`src/rtl/mem_pkg.sv`:
```
// Shared state encodings, transfer-size codes and the size-to-byte-mask helper
// for the data-memory bus adapter.
package mem_pkg;

    localparam logic [1:0] S_IDLE  = 2'd0;
    localparam logic [1:0] S_BEAT0 = 2'd1;
    localparam logic [1:0] S_BEAT1 = 2'd2;
    localparam logic [1:0] S_DONE  = 2'd3;

    localparam logic [2:0] SZ_B = 3'd1;
    localparam logic [2:0] SZ_H = 3'd2;
    localparam logic [2:0] SZ_W = 3'd4;

    // A zero mask marks an unsupported transfer size.
    function automatic logic [3:0] size_mask(input logic [2:0] size);
        case (size)
            SZ_B:    return 4'b0001;
            SZ_H:    return 4'b0011;
            SZ_W:    return 4'b1111;
            default: return 4'b0000;
        endcase
    endfunction

endpackage

```
`src/rtl/dmem_lane_align.sv`:
```
// Byte-lane shifter: byte enables and lane-aligned write data per beat, plus the
// right-justified read path. Beat-1 ports exist only with DMEM_MISALIGN_SPLIT_EN.
module dmem_lane_align
    import mem_pkg::*;
(
    input  logic [1:0]  off,
    input  logic [2:0]  size,
    input  logic [31:0] wr_data,
    input  logic [31:0] bus_rdata,
`ifdef DMEM_MISALIGN_SPLIT_EN
    input  logic [31:0] data_r,
    output logic [3:0]  be1,
    output logic [31:0] wdata1,
    output logic [31:0] rd_merge,
`endif
    output logic        crossing,
    output logic [3:0]  be0,
    output logic [31:0] wdata0,
    output logic [31:0] rd_single
);

    logic [3:0]  mask;
    logic [31:0] byte_mask;
    logic [5:0]  lo_sh;

    assign mask      = size_mask(size);
    assign byte_mask = {{8{mask[3]}}, {8{mask[2]}}, {8{mask[1]}}, {8{mask[0]}}};
    assign lo_sh     = {1'b0, off, 3'b000};
    assign crossing  = ({2'b00, off} + {1'b0, size}) > 4'd4;

    assign be0       = mask << off;
    assign wdata0    = wr_data << lo_sh;
    assign rd_single = (bus_rdata >> lo_sh) & byte_mask;

`ifdef DMEM_MISALIGN_SPLIT_EN
    logic [5:0] hi_sh;

    // Beat 1 carries the bytes that spilled past the top lane of beat 0.
    assign hi_sh    = 6'd32 - lo_sh;
    assign be1      = mask >> (3'd4 - {1'b0, off});
    assign wdata1   = wr_data >> hi_sh;
    assign rd_merge = (data_r | (bus_rdata << hi_sh)) & byte_mask;
`endif

endmodule

```
`src/rtl/dmem_bus_adapter.sv`:
```
// MEM-stage adapter: runs load/store requests as word beats with byte enables and
// stalls the pipe until done. DMEM_MISALIGN_SPLIT_EN splits word-crossing accesses.
module dmem_bus_adapter
    import mem_pkg::*;
#(
    parameter int unsigned TIMEOUT = 255
) (
    input  logic        clk,
    input  logic        rst_n,
    input  logic        load,
    input  logic        store,
    input  logic [2:0]  xfer_size,
    input  logic [31:0] addr,
    input  logic [31:0] wr_data,
    output logic [31:0] rd_data,
    output logic        stall,
    output logic        err,
    output logic        bus_req,
    output logic        bus_we,
    output logic [31:0] bus_addr,
    output logic [3:0]  bus_be,
    output logic [31:0] bus_wdata,
    input  logic        bus_ack,
    input  logic [31:0] bus_rdata
);

    // state | meaning
    // IDLE  | waiting for a request; stall raised combinationally on a valid one
    // BEAT0 | first (or only) beat outstanding on the bus
    // BEAT1 | second beat of a word-crossing access (split build only)
    // DONE  | rd_data/err valid for this cycle, stall released

    localparam int CW = (TIMEOUT < 2) ? 1 : $clog2(TIMEOUT + 1);

    logic [1:0]    state;
    logic [CW-1:0] tmo_cnt;
    logic          req_ok, in_beat, tmo_hit, start, beat_end, crossing;
    logic [3:0]    be0;
    logic [31:0]   wdata0, rd_single;

`ifdef DMEM_MISALIGN_SPLIT_EN
    logic [3:0]  be1;
    logic [31:0] wdata1, rd_merge, data_r;
    logic        to_beat1;
`else
    logic        mis_err;
`endif

    dmem_lane_align u_align (
        .off       (addr[1:0]),
        .size      (xfer_size),
        .wr_data   (wr_data),
        .bus_rdata (bus_rdata),
`ifdef DMEM_MISALIGN_SPLIT_EN
        .data_r    (data_r),
        .be1       (be1),
        .wdata1    (wdata1),
        .rd_merge  (rd_merge),
`endif
        .crossing  (crossing),
        .be0       (be0),
        .wdata0    (wdata0),
        .rd_single (rd_single)
    );

    assign req_ok  = (load | store) && (size_mask(xfer_size) != 4'b0000);
    assign in_beat = (state == S_BEAT0) || (state == S_BEAT1);
    // Gated by rst_n so the pipe is released the instant reset hits.
    assign stall   = rst_n && (in_beat || ((state == S_IDLE) && req_ok));
    assign tmo_hit = (TIMEOUT != 0) && !bus_ack && (tmo_cnt == CW'(TIMEOUT - 1));

`ifdef DMEM_MISALIGN_SPLIT_EN
    assign start    = (state == S_IDLE) && req_ok;
    assign to_beat1 = (state == S_BEAT0) && bus_ack && crossing;
    assign beat_end = in_beat && (bus_ack || tmo_hit) && !to_beat1;
`else
    assign start    = (state == S_IDLE) && req_ok && !crossing;
    assign mis_err  = (state == S_IDLE) && req_ok && crossing;
    assign beat_end = in_beat && (bus_ack || tmo_hit);
`endif

    always_ff @(posedge clk or negedge rst_n) begin
        if (!rst_n) begin
            state   <= S_IDLE;
            tmo_cnt <= '0;
            err     <= 1'b0;
            rd_data <= '0;
`ifdef DMEM_MISALIGN_SPLIT_EN
            data_r  <= '0;
`endif
        end else begin
            err     <= 1'b0;
            rd_data <= '0;
            if (in_beat && !bus_ack && !tmo_hit)
                tmo_cnt <= tmo_cnt + CW'(1);
            else
                tmo_cnt <= '0;
            case (state)
                S_IDLE: begin
                    if (start)
                        state <= S_BEAT0;
`ifndef DMEM_MISALIGN_SPLIT_EN
                    if (mis_err) begin
                        state <= S_DONE;
                        err   <= 1'b1;
                    end
`endif
                end
                S_BEAT0: begin
                    if (bus_ack) begin
`ifdef DMEM_MISALIGN_SPLIT_EN
                        if (crossing) begin
                            state  <= S_BEAT1;
                            data_r <= rd_single;
                        end else
`endif
                        begin
                            state   <= S_DONE;
                            rd_data <= rd_single;
                        end
                    end else if (tmo_hit) begin
                        state <= S_DONE;
                        err   <= 1'b1;
                    end
                end
`ifdef DMEM_MISALIGN_SPLIT_EN
                S_BEAT1: begin
                    if (bus_ack) begin
                        state   <= S_DONE;
                        rd_data <= rd_merge;
                    end else if (tmo_hit) begin
                        state <= S_DONE;
                        err   <= 1'b1;
                    end
                end
`endif
                default: state <= S_IDLE;
            endcase
        end
    end

    always_ff @(posedge clk or negedge rst_n) begin
        if (!rst_n) begin
            bus_req   <= 1'b0;
            bus_we    <= 1'b0;
            bus_addr  <= '0;
            bus_be    <= '0;
            bus_wdata <= '0;
        end else if (start) begin
            bus_req   <= 1'b1;
            bus_we    <= store;
            bus_addr  <= {addr[31:2], 2'b00};
            bus_be    <= be0;
            bus_wdata <= wdata0;
`ifdef DMEM_MISALIGN_SPLIT_EN
        end else if (to_beat1) begin
            bus_addr  <= bus_addr + 32'd4;
            bus_be    <= be1;
            bus_wdata <= wdata1;
`endif
        end else if (beat_end) begin
            bus_req   <= 1'b0;
            bus_we    <= 1'b0;
            bus_addr  <= '0;
            bus_be    <= '0;
            bus_wdata <= '0;
        end
    end

endmodule

```
`config.mk`:
```
export PLATFORM = sky130hd
export DESIGN_NAME = dmem_bus_adapter
export DESIGN_NICKNAME = d
export VERILOG_FILES = /design/src/rtl/mem_pkg.sv /design/src/rtl/dmem_lane_align.sv /design/src/rtl/dmem_bus_adapter.sv
export SDC_FILE = /design/constraint.sdc
export NUM_CORES = 1
export LEC_CHECK = 0
export BUFFER_PORTS_ARGS = -buffer_cell sky130_fd_sc_hd__buf_4
export CAP_MARGIN = 20
export CORE_ASPECT_RATIO = 1.75
export CORE_MARGIN = 8
export CORE_UTILIZATION = 50
export DETAILED_ROUTE_END_ITERATION = 7
export GPL_TIMING_DRIVEN = 1
export HOLD_SLACK_MARGIN = 0.05
export PLACE_DENSITY = 0.9
export SLEW_MARGIN = 20
export SYNTH_ARGS = -nofsm -noshare
export SYNTH_HDL_FRONTEND = slang
export SYNTH_SLANG_ARGS = --single-unit
```
`constraint.sdc`:
```
create_clock -name clk -period 2.2 [get_ports clk]
set_input_delay 0.44 -clock clk [delete_from_list [all_inputs] [get_ports clk]]
set_output_delay 0.44 -clock clk [all_outputs]
set_load 0.02 [all_outputs]
```
==> reports/results.tsv <==
stage	metric	value	unit
run_status	status	finished, final reports clean	
finish	drive_above_1_share	33.5	%
grt	overflow	0	
power_and_ir_drop	leakage	4.44	nW
detailed_routing	vias_per_cell	5.32	
power_and_ir_drop	pwr-share-seq	38.1	%
floorplan	die_x	96.2	µm
detailed_routing	vias	4702	
synthesis	synth-edff-count	0	
cts	tritoncts	done	
power_and_ir_drop	clock_power_share	25.3	%
synthesis	ys_top_cells_by_area	dfrtp_1 49%, mux2i_1 20%, nand2_1 6.1%, inv_1 3.1%, a211oi_1 2.3%	
critical_path	end_kind	primary output	
detailed_routing	drcViolationCount	0	
finish	diodes	0	
timing	tightest_slew	0.868	ns
min_path	min_path_type	primary input to asynchronous set/reset pin	
placement	gp_congestion	0.860	
synthesis	synth_top_family_by_area	multiplexers	
placement	dpl.hpwl	12.8	mm
placement	post_dp_cell_area	0.00735	mm²
cts	cts-root-buf	clkbuf_16	
synthesis	syn_area	0.00563	mm²
synthesis	synth_fa_ha_area_share	1.69	%
grt	track_usage	22.2	%
timing	fmax	483	MHz
timing	whs	0.180	ns
synthesis	yosysTopAreaCell	dfrtp_1	
run	drv_cap	0	
timing	slew_viol_final	0	
detailed_routing	wirelength	16.5	mm
placement	dp.cells	868	
finish	syn_to_final_growth	36.4	%
synthesis	netlist_instances	550	
finish	layout.cells.non_filler	884	
synthesis	synthXorXnorAreaFrac	1.40	%
grt	antenna_found_initial	0	
grt	grt_pass1_vias	5062	
critical_path	cp_max_fo	9	
cts	clk_pin_slew	0.07	ns
synthesis	synth-simple-area-share	14.0	%
finish	finalNetCount	858	
critical_path	cp_data_required_time	1.76	ns
cts	clock_latency	0.34	ns
synthesis	synth_seq_cells	111	
finish	post-route-cell-area	0.00768	mm²
detailed_routing	wl_per_cell	18.7	µm
synthesis	synth_compound_area_share	6.42	%
timing	slew_headroom	42.1	%
synthesis	synth.top_cell.area_share	49.3	%
timing	period_share	94.1	%
timing	setup_violations	0	
cts	post_cts_resized	0	
critical_path	critPathKind	primary input to primary output	
finish	fin_util	69.6	%
cts	post_cts_buffers	0	
power_and_ir_drop	vdd.ir_drop.worst	0.587	mV
synthesis	yosysWarningCount	0	
grt	grt_max_degree	112	
power_and_ir_drop	pwr-share-comb	36.6	%
floorplan	io_pins	208	
floorplan	coreArea	0.0110	mm²
critical_path	cp.arrival	1.63	ns
floorplan	fp.dieArea	0.0150	mm²
power_and_ir_drop	internal_power	4.52	mW
timing	skew	0.00817	ns
synthesis	ys_types	40	
synthesis	avgSynthCellArea	10.2	µm²
cts	cts_buffers	9	
power_and_ir_drop	switchingPower	2.50	mW
critical_path	cp-start-kind	primary input	
floorplan	die_h	156	µm
power_and_ir_drop	sw_frac_of_total	35.6	%
grt	grt_pass1_wl	25.8	mm
power_and_ir_drop	power_density	914	mW/mm²
synthesis	yosysSeqAreaShare	49.3	%
finish	final_cell_mix	217 x buf_4, 115 x mux2i_1, 111 x dfrtp_1	
timing	finalHoldViolations	0	
synthesis	async_reset_ff_share	100	%
detailed_routing	drtAntennaViolNets	0	
floorplan	std_cell_rows	51	
cts	cts.sinks	111	
detailed_routing	dr.first_iter.drc_count	261	
cts	cts_hold_buf	0	
finish	mostFrequentLayoutCell	buf_4	
cts	clock_path_buffers	2	
synthesis	synth.area.mux_share	20.4	%
floorplan	start_util	51.0	%
synthesis	ys.flop_type	dfrtp_1	
detailed_routing	first_pass_iters	4	
placement	io_buffers	205	
timing	finalCriticalPeriod	2.07	ns
cts	htreeDepth	3	
timing	rsz0062_at_grt	no	
## state kept, by name (all words and copies together) (netlist names), 2 cells and up
name       count
state          2
bus_addr      30
rd_data       32
tmo_cnt        8
bus_be         4
bus_wdata     32
## power by group through the flow
stage | Combinational, mW | Clock (mW) | Sequential, mW
after global placement | 2.47 | 0 | 2.69
after CTS | 2.60 | 1.80 | 2.67
after floorplan | 0.970 | 0 | 3.12
after detailed placement | 2.59 | 0 | 2.71
final | 2.57 | 1.77 | 2.67
after global routing | 2.76 | 1.87 | 2.73
## metrics by stage
| step | worst slack [ns] | power (mW) | TNS, ns |
|---|---|---|---|
| after global placement | -0.0838 | 5.17 | -4.35 |
| after CTS | 0.133 | 7.07 | 0 |
| after global routing | 0.0209 | 7.36 | 0 |
| after detailed placement | -0.141 | 5.30 | -5.89 |
| after floorplan | 0.0257 | 4.09 | 0 |
| final | 0.130 | 7.02 | 0 |
## cells by family (layout without fill, tap and decap cells)
logic type / Yosys count / count (layout)
AO/OA/AOI/OAI: 52 / 52
XOR/XNOR: 9 / 9
adder cells (fa/ha/maj): 7 / 7
buffers and inverters: 83 / 284
flip-flops: 111 / 111
multiplexers: 115 / 115
other: 1 / 2
AND/OR/NAND/NOR: 172 / 172
## synth_stat cells, types with 2 or more instances
cell type  instances
a211oi_1          17
a21oi_1           11
a31oi_1            2
and2_1            17
and4_1             2
buf_1              7
buf_2              9
buf_4              3
buf_6              5
clkbuf_1          13
dfrtp_1          111
ha_1               6
inv_1             46
mux2i_1          115
nand2_1           91
nand3_1            5
nor2_1            29
nor2b_1           10
nor3_1             2
o21a_1             2
o21bai_1           3
o22a_1             2
o22ai_1           10
or2_2              9
xnor2_1            5
xor2_1             4
## critical path, cell delays in order
cell and delay (ns):
buf_4 0.13, buf_4 0.17, xnor2_1 0.24, a2bb2oi_2 0.25
nor2_1 0.08, o21a_1 0.18, buf_4 0.15
## per-layer routing
layer,up-vias,wire length [µm],track usage (%)
met5,-,0,0
met4,0,753,12.5
met3,50,1050,4.08
met2,170,8920,39.0
met1,2265,5800,23.8
li1,2217,-,-
## layout make-up
type / count / area, µm²
Fill cell: 785 / 3360
Inverter: 46 / 173
Clock buffer: 9 / 225
Multi-Input combinational cell: 357 / 2510
Tap cell: 132 / 165
Timing Repair Buffer: 222 / 1730
Sequential cell: 111 / 2780
Clock inverter: 7 / 104
## final timing paths
path | start | end | slack, ns | cells past startpoint
max | xfer_size[0] | stall | 0.13 | 7
min | rst_n | rd_data[14] | 0.18 | 2
max reg2reg | state[0] | bus_wdata[19] | 0.18 | 7
min reg2reg | bus_req | bus_req | 0.49 | 2
max in group asynchronous | rst_n | bus_wdata[3] | 1.56 | 2
min in group clk | bus_rdata[26] | rd_data[26] | 0.34 | 2
No activity file was read; power rests on OpenSTA's default activity.
